==> src/rtl/pipeline_hazard_ctrl.sv <==
// Stall/flush/forwarding controller for the 5-stage RV64 pipeline.
// Optional saturating performance counters are built when HAZARD_PERF_EN is defined.
module pipeline_hazard_ctrl #(
  parameter int unsigned MEM_TIMEOUT = 16,
  parameter int unsigned CNT_W       = 32
) (
  input  logic             clk,
  input  logic             reset,
  input  logic [4:0]       ifid_rs1,
  input  logic [4:0]       ifid_rs2,
  input  logic             ifid_uses_rs2,
  input  logic             idex_mem_read,
  input  logic [4:0]       idex_rd,
  input  logic [4:0]       idex_rs1,
  input  logic [4:0]       idex_rs2,
  input  logic             exmem_reg_write,
  input  logic             exmem_mem_read,
  input  logic             exmem_mem_write,
  input  logic             exmem_branch_en,
  input  logic             exmem_zero_flag,
  input  logic [4:0]       exmem_rd,
  input  logic             memwb_reg_write,
  input  logic [4:0]       memwb_rd,
  input  logic             dmem_ready,
  output logic             pc_en,
  output logic             ifid_en,
  output logic             idex_en,
  output logic             exmem_en,
  output logic             ifid_flush,
  output logic             idex_flush,
  output logic             exmem_flush,
  output logic             memwb_flush,
  output logic             pc_sel_branch,
  output logic             dmem_req,
  output logic [1:0]       forward_a,
  output logic [1:0]       forward_b,
  output logic             mem_err,
  output logic [1:0]       state,
  output logic [CNT_W-1:0] stall_cnt,
  output logic [CNT_W-1:0] flush_cnt
);

  typedef enum logic [1:0] {
    S_INIT     = 2'b00,
    S_RUN      = 2'b01,
    S_MEM_WAIT = 2'b10,
    S_ERROR    = 2'b11
  } state_t;

  localparam int unsigned WC_W = $clog2(MEM_TIMEOUT + 1);

  state_t          state_q, state_d;
  logic [WC_W-1:0] wait_cnt_q, wait_cnt_d;
  logic            mem_err_q, mem_err_d;

  logic mem_acc, br_taken, load_use, resolve;

  assign mem_acc  = exmem_mem_read | exmem_mem_write;
  assign br_taken = exmem_branch_en & exmem_zero_flag;
  assign load_use = idex_mem_read && (idex_rd != 5'd0) &&
                    ((idex_rd == ifid_rs1) || (ifid_uses_rs2 && (idex_rd == ifid_rs2)));

  always_ff @(posedge clk or posedge reset) begin
    if (reset) begin
      state_q    <= S_INIT;
      wait_cnt_q <= '0;
      mem_err_q  <= 1'b0;
    end else begin
      state_q    <= state_d;
      wait_cnt_q <= wait_cnt_d;
      mem_err_q  <= mem_err_d;
    end
  end

  always_comb begin
    pc_en         = 1'b1;
    ifid_en       = 1'b1;
    idex_en       = 1'b1;
    exmem_en      = 1'b1;
    ifid_flush    = 1'b0;
    idex_flush    = 1'b0;
    exmem_flush   = 1'b0;
    memwb_flush   = 1'b0;
    pc_sel_branch = 1'b0;
    dmem_req      = 1'b0;
    resolve       = 1'b0;
    state_d       = state_q;
    wait_cnt_d    = wait_cnt_q;
    mem_err_d     = mem_err_q;

    unique case (state_q)
      S_INIT: begin
        {pc_en, ifid_en, idex_en, exmem_en}              = '0;
        {ifid_flush, idex_flush, exmem_flush, memwb_flush} = '1;
        state_d    = S_RUN;
        wait_cnt_d = '0;
      end
      S_RUN: begin
        if (mem_acc && !dmem_ready) begin
          dmem_req    = 1'b1;
          {pc_en, ifid_en, idex_en, exmem_en} = '0;
          memwb_flush = 1'b1;
          state_d     = S_MEM_WAIT;
          wait_cnt_d  = WC_W'(1);
        end else begin
          dmem_req = mem_acc;
          resolve  = 1'b1;
        end
      end
      S_MEM_WAIT: begin
        dmem_req = 1'b1;
        if (dmem_ready) begin
          resolve    = 1'b1;
          state_d    = S_RUN;
          wait_cnt_d = '0;
        end else begin
          {pc_en, ifid_en, idex_en, exmem_en} = '0;
          memwb_flush = 1'b1;
          if (wait_cnt_q == WC_W'(MEM_TIMEOUT - 1)) begin
            state_d   = S_ERROR;
            mem_err_d = 1'b1;
          end else begin
            wait_cnt_d = wait_cnt_q + WC_W'(1);
          end
        end
      end
      default: begin
        {pc_en, ifid_en, idex_en, exmem_en} = '0;
        memwb_flush = 1'b1;
        mem_err_d   = 1'b1;
      end
    endcase

    // Branch and load-use rules share one evaluation for RUN and a completing MEM_WAIT.
    if (resolve) begin
      if (br_taken) begin
        pc_sel_branch = 1'b1;
        ifid_flush    = 1'b1;
        idex_flush    = 1'b1;
        exmem_flush   = 1'b1;
      end else if (load_use) begin
        pc_en      = 1'b0;
        ifid_en    = 1'b0;
        idex_flush = 1'b1;
      end
    end
  end

  always_comb begin
    forward_a = 2'b00;
    if (exmem_reg_write && (exmem_rd != 5'd0) && (exmem_rd == idex_rs1))
      forward_a = 2'b10;
    else if (memwb_reg_write && (memwb_rd != 5'd0) && (memwb_rd == idex_rs1))
      forward_a = 2'b01;
  end

  always_comb begin
    forward_b = 2'b00;
    if (exmem_reg_write && (exmem_rd != 5'd0) && (exmem_rd == idex_rs2))
      forward_b = 2'b10;
    else if (memwb_reg_write && (memwb_rd != 5'd0) && (memwb_rd == idex_rs2))
      forward_b = 2'b01;
  end

  assign mem_err = mem_err_q;
  assign state   = state_q;

`ifdef HAZARD_PERF_EN
  logic [CNT_W-1:0] stall_cnt_q, stall_cnt_d;
  logic [CNT_W-1:0] flush_cnt_q, flush_cnt_d;

  always_comb begin
    stall_cnt_d = stall_cnt_q;
    flush_cnt_d = flush_cnt_q;
    if ((state_q == S_RUN || state_q == S_MEM_WAIT) && !pc_en && stall_cnt_q != '1)
      stall_cnt_d = stall_cnt_q + CNT_W'(1);
    if (pc_sel_branch && flush_cnt_q != '1)
      flush_cnt_d = flush_cnt_q + CNT_W'(1);
  end

  always_ff @(posedge clk or posedge reset) begin
    if (reset) begin
      stall_cnt_q <= '0;
      flush_cnt_q <= '0;
    end else begin
      stall_cnt_q <= stall_cnt_d;
      flush_cnt_q <= flush_cnt_d;
    end
  end

  assign stall_cnt = stall_cnt_q;
  assign flush_cnt = flush_cnt_q;
`else
  assign stall_cnt = '0;
  assign flush_cnt = '0;
`endif

endmodule
==> config.mk <==
export PLATFORM = sky130hd
export DESIGN_NAME = pipeline_hazard_ctrl
export DESIGN_NICKNAME = d
export VERILOG_FILES = /design/src/rtl/pipeline_hazard_ctrl.sv
export SDC_FILE = /design/constraint.sdc
export NUM_CORES = 1
export LEC_CHECK = 0
export BUFFER_PORTS_ARGS = -buffer_cell sky130_fd_sc_hd__buf_2
export CAP_MARGIN = 20
export CORE_ASPECT_RATIO = 1.4
export CORE_MARGIN = 4
export CORE_UTILIZATION = 40
export CTS_BUF_LIST = sky130_fd_sc_hd__clkbuf_8
export DETAILED_ROUTE_END_ITERATION = 10
export GPL_TIMING_DRIVEN = 0
export PLACE_DENSITY = 0.83
export SYNTH_ARGS = -nofsm -noshare
export SYNTH_HDL_FRONTEND = slang
export SYNTH_SLANG_ARGS = --single-unit
==> constraint.sdc <==
create_clock -name clk -period 2.82 [get_ports clk]
set_input_delay 0.564 -clock clk [delete_from_list [all_inputs] [get_ports clk]]
set_output_delay 0.564 -clock clk [all_outputs]
set_load 0.1 [all_outputs]
==> impl_results.rst <==
.. list-table::
   :header-rows: 1

   * - Metric
     - Value
   * - Outcome
     - completed
   * - Global-route wire length before repair
     - 5780 µm
   * - Count of placed standard cells including taps
     - 352
   * - Leakage component of the power
     - 0.00129 µW
   * - Site Rows
     - 26
   * - DIE HEIGHT
     - 81.0 µm
   * - Yosys warnings
     - 0
   * - Crit start category
     - input pin
   * - Share of final-layout standard cells stronger than drive strength 1
     - 48.7%
   * - Number of H-tree levels
     - 1
   * - Global-route track usage on met2
     - 30.8%
   * - Highest-utilization routing layer at the global route stage
     - met2
   * - Total of flip-flops plus latches after synthesis
     - 8
   * - Starting utilization of the core area
     - 41.4%
   * - Crit path DAT
     - 2.21 ns
   * - CP Launch Point
     - memwb_rd[3]
   * - Fillers
     - 339
   * - Maximum net fanout on the critical path
     - 3
   * - Mean post-synth cell area
     - 8.23 µm²
   * - Highest clock frequency the design can meet
     - 0.361 GHz
   * - Seq/Total Area, Yosys
     - 13.1%
   * - Count of pins over their slew limit
     - 0
   * - Count of max-cap constraint violations
     - 0
   * - Number of buffers added for setup after CTS
     - 0
   * - Cts bufs inserted
     - 3
   * - Peak supply drop
     - 0.000760 V
   * - Clock latency reported for the late side of the worst-skew pair
     - 0.23 ns
   * - Required time reported for the critical path endpoint
     - 2.26 ns
   * - Post-layout nets
     - 368
   * - Number of antenna repair diodes
     - 0
   * - Post-Syn Instances
     - 185
   * - Number of global-route vias before repair
     - 1,331
   * - Total Die Area
     - 4870 µm²
   * - Post-Place Cell Area
     - 2270 µm²
   * - Met1 GRT Util
     - 13.8%
   * - Sort of element at the end of the critical path
     - primary output
   * - Clock root cell
     - sky130_fd_sc_hd__clkbuf_8
   * - Synth-to-Final Area Change
     - 53.4%
   * - Unrepaired setup endpoints after global routing
     - no
   * - Largest net degree at the start of global routing
     - 10
   * - Sinks on the clock net
     - 8
   * - Cell area after synthesis
     - 1520 µm²
   * - Count of input and output buffers
     - 62
   * - Post-route minimum period
     - 2.77 ns
   * - Cell area power density
     - 930 nW/µm²
   * - Fraction of the cycle the final worst path needs
     - 98.3%
   * - Residual DRC count
     - 0
   * - Overall via count from detail_route
     - 1,456
   * - Core area
     - 3680 µm²
   * - Reg-to-Reg Start
     - wait_cnt_q[0]
   * - Detail Route Antenna Nets
     - 0
   * - Final hold vios
     - 0
   * - Post-detailed-route wirelength per cell
     - 11.2 µm
   * - Routed wire length
     - 3990 µm
   * - Number of vias per cell after detailed routing
     - 4.09
   * - Number of primary I/O pins
     - 127
   * - Cell area after layout
     - 2340 µm²
   * - Initial DRT Pass Iterations
     - 4
   * - Fin Clk Skew
     - 0.00204 ns
   * - Number of buffers on the longest clock path
     - 2
   * - GR Overflow Total
     - 0
   * - Worst hold-check path type
     - input pin to asynchronous set/reset pin
   * - Yosys cell types
     - 38
   * - Count of endpoints failing setup in the final report
     - 0
   * - Gpl congestion
     - 0.843
   * - Die Wd
     - 60.1 µm
   * - Finished Layout Cells
     - 356
   * - Post-detail-place hpwl
     - 3600 µm
   * - Met3 Use GR
     - 2.86%
   * - Classification of the worst setup path
     - input pin to primary output
   * - Register clock-pin slew on the reported worst setup and hold paths
     - 0.04 ns
   * - Antenna violations before repair
     - 0
   * - Iteration-0 DRC Markers
     - 39
   * - Overall track demand over capacity in global routing
     - 15.2%
   * - Clock tree from TritonCTS
     - yes
cell families after synthesis:
| family | after synthesis | synth area share, % |
|---|---|---|
| simple gates | 37 | 14.5 |
| buf+inv | 75 | 35.1 |
| other cells | 1 | 0.246 |
| xor+xnor | 30 | 17.3 |
| compound gates | 25 | 12.7 |
| flops | 8 | 13.1 |
| fa+ha+maj | 7 | 5.75 |
| mux | 2 | 1.31 |
state kept, by name (all words and copies together), names as in the netlist:
| name | count |
|---|---|
| state | 2 |
| mem_err | 1 |
| wait_cnt_q | 5 |
power breakdown:
group | internal (µW) | total (µW) | switching [µW]
clock network | 94.6 | 144 | 49.1
registers | 144 | 174 | 30.2
logic | 441 | 1860 | 1410
total | 680 | 2170 | 1490
per-layer routing:
metal / vias to the layer above / wire length (µm)
li1: 748 / -
met1: 623 / 1200
met2: 76 / 2220
met3: 9 / 489
met4: 0 / 84
met5: - / 0
Yosys cell counts:
| cell type | instances | area share (%) |
|---|---|---|
| sky130_fd_sc_hd__buf_4 | 67 | 33 |
| sky130_fd_sc_hd__xnor2_1 | 16 | 9.2 |
| sky130_fd_sc_hd__xor2_1 | 14 | 8.1 |
| sky130_fd_sc_hd__dfrtp_1 | 8 | 13 |
| sky130_fd_sc_hd__o21ai_0 | 8 | 2.6 |
| sky130_fd_sc_hd__ha_1 | 7 | 5.8 |
| sky130_fd_sc_hd__inv_1 | 7 | 1.7 |
| sky130_fd_sc_hd__nand2_1 | 6 | 1.5 |
| sky130_fd_sc_hd__nor2_1 | 6 | 1.5 |
| sky130_fd_sc_hd__nand3_1 | 4 | 1.3 |
| sky130_fd_sc_hd__or4_1 | 4 | 2.0 |
| sky130_fd_sc_hd__a21oi_1 | 3 | 0.99 |
| sky130_fd_sc_hd__nor2b_1 | 3 | 1.2 |
| sky130_fd_sc_hd__mux2i_1 | 2 | 1.3 |
| sky130_fd_sc_hd__nand4_1 | 2 | 0.82 |
| sky130_fd_sc_hd__nor3b_1 | 2 | 0.99 |
| sky130_fd_sc_hd__nor4_1 | 2 | 0.82 |
| sky130_fd_sc_hd__nor4_2 | 2 | 1.6 |
| sky130_fd_sc_hd__o21a_1 | 2 | 0.99 |
| sky130_fd_sc_hd__o21ai_1 | 2 | 0.66 |
| sky130_fd_sc_hd__a211o_1 | 1 | 0.58 |
| sky130_fd_sc_hd__a21o_1 | 1 | 0.49 |
| sky130_fd_sc_hd__a221oi_4 | 1 | 1.7 |
| sky130_fd_sc_hd__a22o_1 | 1 | 0.58 |
| sky130_fd_sc_hd__a32o_1 | 1 | 0.66 |
| sky130_fd_sc_hd__a41o_1 | 1 | 0.66 |
| sky130_fd_sc_hd__and3_1 | 1 | 0.41 |
| sky130_fd_sc_hd__buf_2 | 1 | 0.33 |
| sky130_fd_sc_hd__conb_1 | 1 | 0.25 |
| sky130_fd_sc_hd__nand2b_1 | 1 | 0.41 |
| sky130_fd_sc_hd__nand3b_1 | 1 | 0.49 |
| sky130_fd_sc_hd__nor3_1 | 1 | 0.33 |
| sky130_fd_sc_hd__o211ai_1 | 1 | 0.49 |
| sky130_fd_sc_hd__o21ai_2 | 1 | 0.58 |
| sky130_fd_sc_hd__o21bai_4 | 1 | 1.2 |
| sky130_fd_sc_hd__o22ai_1 | 1 | 0.41 |
| sky130_fd_sc_hd__or2_2 | 1 | 0.41 |
| sky130_fd_sc_hd__or4_4 | 1 | 0.74 |
critical path, stage by stage:
cell and delay, ns:
sky130_fd_sc_hd__buf_2 0.13, sky130_fd_sc_hd__or4_1 0.12, sky130_fd_sc_hd__o21ai_1 0.06, sky130_fd_sc_hd__or4_1 0.59, sky130_fd_sc_hd__nor4_4 0.28, sky130_fd_sc_hd__buf_2 0.46
final timing paths:
kind / end / slack, ns / cells past startpoint
min in group clk: mem_err / 0.46 / 1
setup / recovery: forward_a[0] / 0.05 / 6
setup reg to reg: wait_cnt_q[2] / 0.79 / 6
hold / removal: state[1] / 0.27 / 2
max in group asynchronous: state[0] / 2.29 / 2
hold reg to reg: mem_err / 0.46 / 1
timing repair:
item                       in CTS  in global routing
hold buffers                    0                  0
pin swaps                       0                  1
setup endpoints to repair       2                  4
resized for setup               3                  2
cell usage in the layout, fill, tap and decap left out, types with 2 or more instances in the layout:
cell type                  count
sky130_fd_sc_hd__or4_1         4
sky130_fd_sc_hd__buf_4        67
sky130_fd_sc_hd__conb_1       64
sky130_fd_sc_hd__inv_1         6
sky130_fd_sc_hd__clkbuf_8      3
sky130_fd_sc_hd__mux2i_1       2
sky130_fd_sc_hd__o21ai_0       6
sky130_fd_sc_hd__nand4_1       2
sky130_fd_sc_hd__nand2_1       6
sky130_fd_sc_hd__o21ai_4       2
sky130_fd_sc_hd__nor4_4        4
sky130_fd_sc_hd__xor2_1       14
sky130_fd_sc_hd__buf_6         2
sky130_fd_sc_hd__dfrtp_4       2
sky130_fd_sc_hd__nand3_1       4
sky130_fd_sc_hd__buf_2        58
sky130_fd_sc_hd__ha_4          2
sky130_fd_sc_hd__ha_1          5
sky130_fd_sc_hd__xnor2_1      16
sky130_fd_sc_hd__nor2_1        5
sky130_fd_sc_hd__clkbuf_4      2
sky130_fd_sc_hd__a21oi_1       2
sky130_fd_sc_hd__dfrtp_1       6
sky130_fd_sc_hd__nor2b_1       3
sky130_fd_sc_hd__o21ai_1       3
sky130_fd_sc_hd__o21a_1        2
final cells by class:
cell class	instances	area, µm²	share of cell area, %
Tap cell	42	52.6	2.25
Multi-Input combinational cell	165	1150	49.3
Buffer	68	531	22.7
Timing Repair Buffer	62	320	13.7
Sequential cell	8	208	8.89
Clock buffer	3	41.3	1.77
Clock inverter	1	3.75	0.161
Inverter	7	28.8	1.23
metrics by stage:
stage	setup TNS, ns	power (µW)	util (%)	hold slack, ns	worst slack [ns]
floorplan	-1.21	1790	-	0.380	-0.233
global placement	0	1990	61.8	0.441	0.0507
detailed placement	0	2000	61.8	0.455	0.0501
CTS	0	2180	63.4	0.270	0.0488
global route	0	2260	63.5	0.284	0.0154
finish	0	2170	63.5	0.268	0.0478
(Power assumes the default switching activity.)
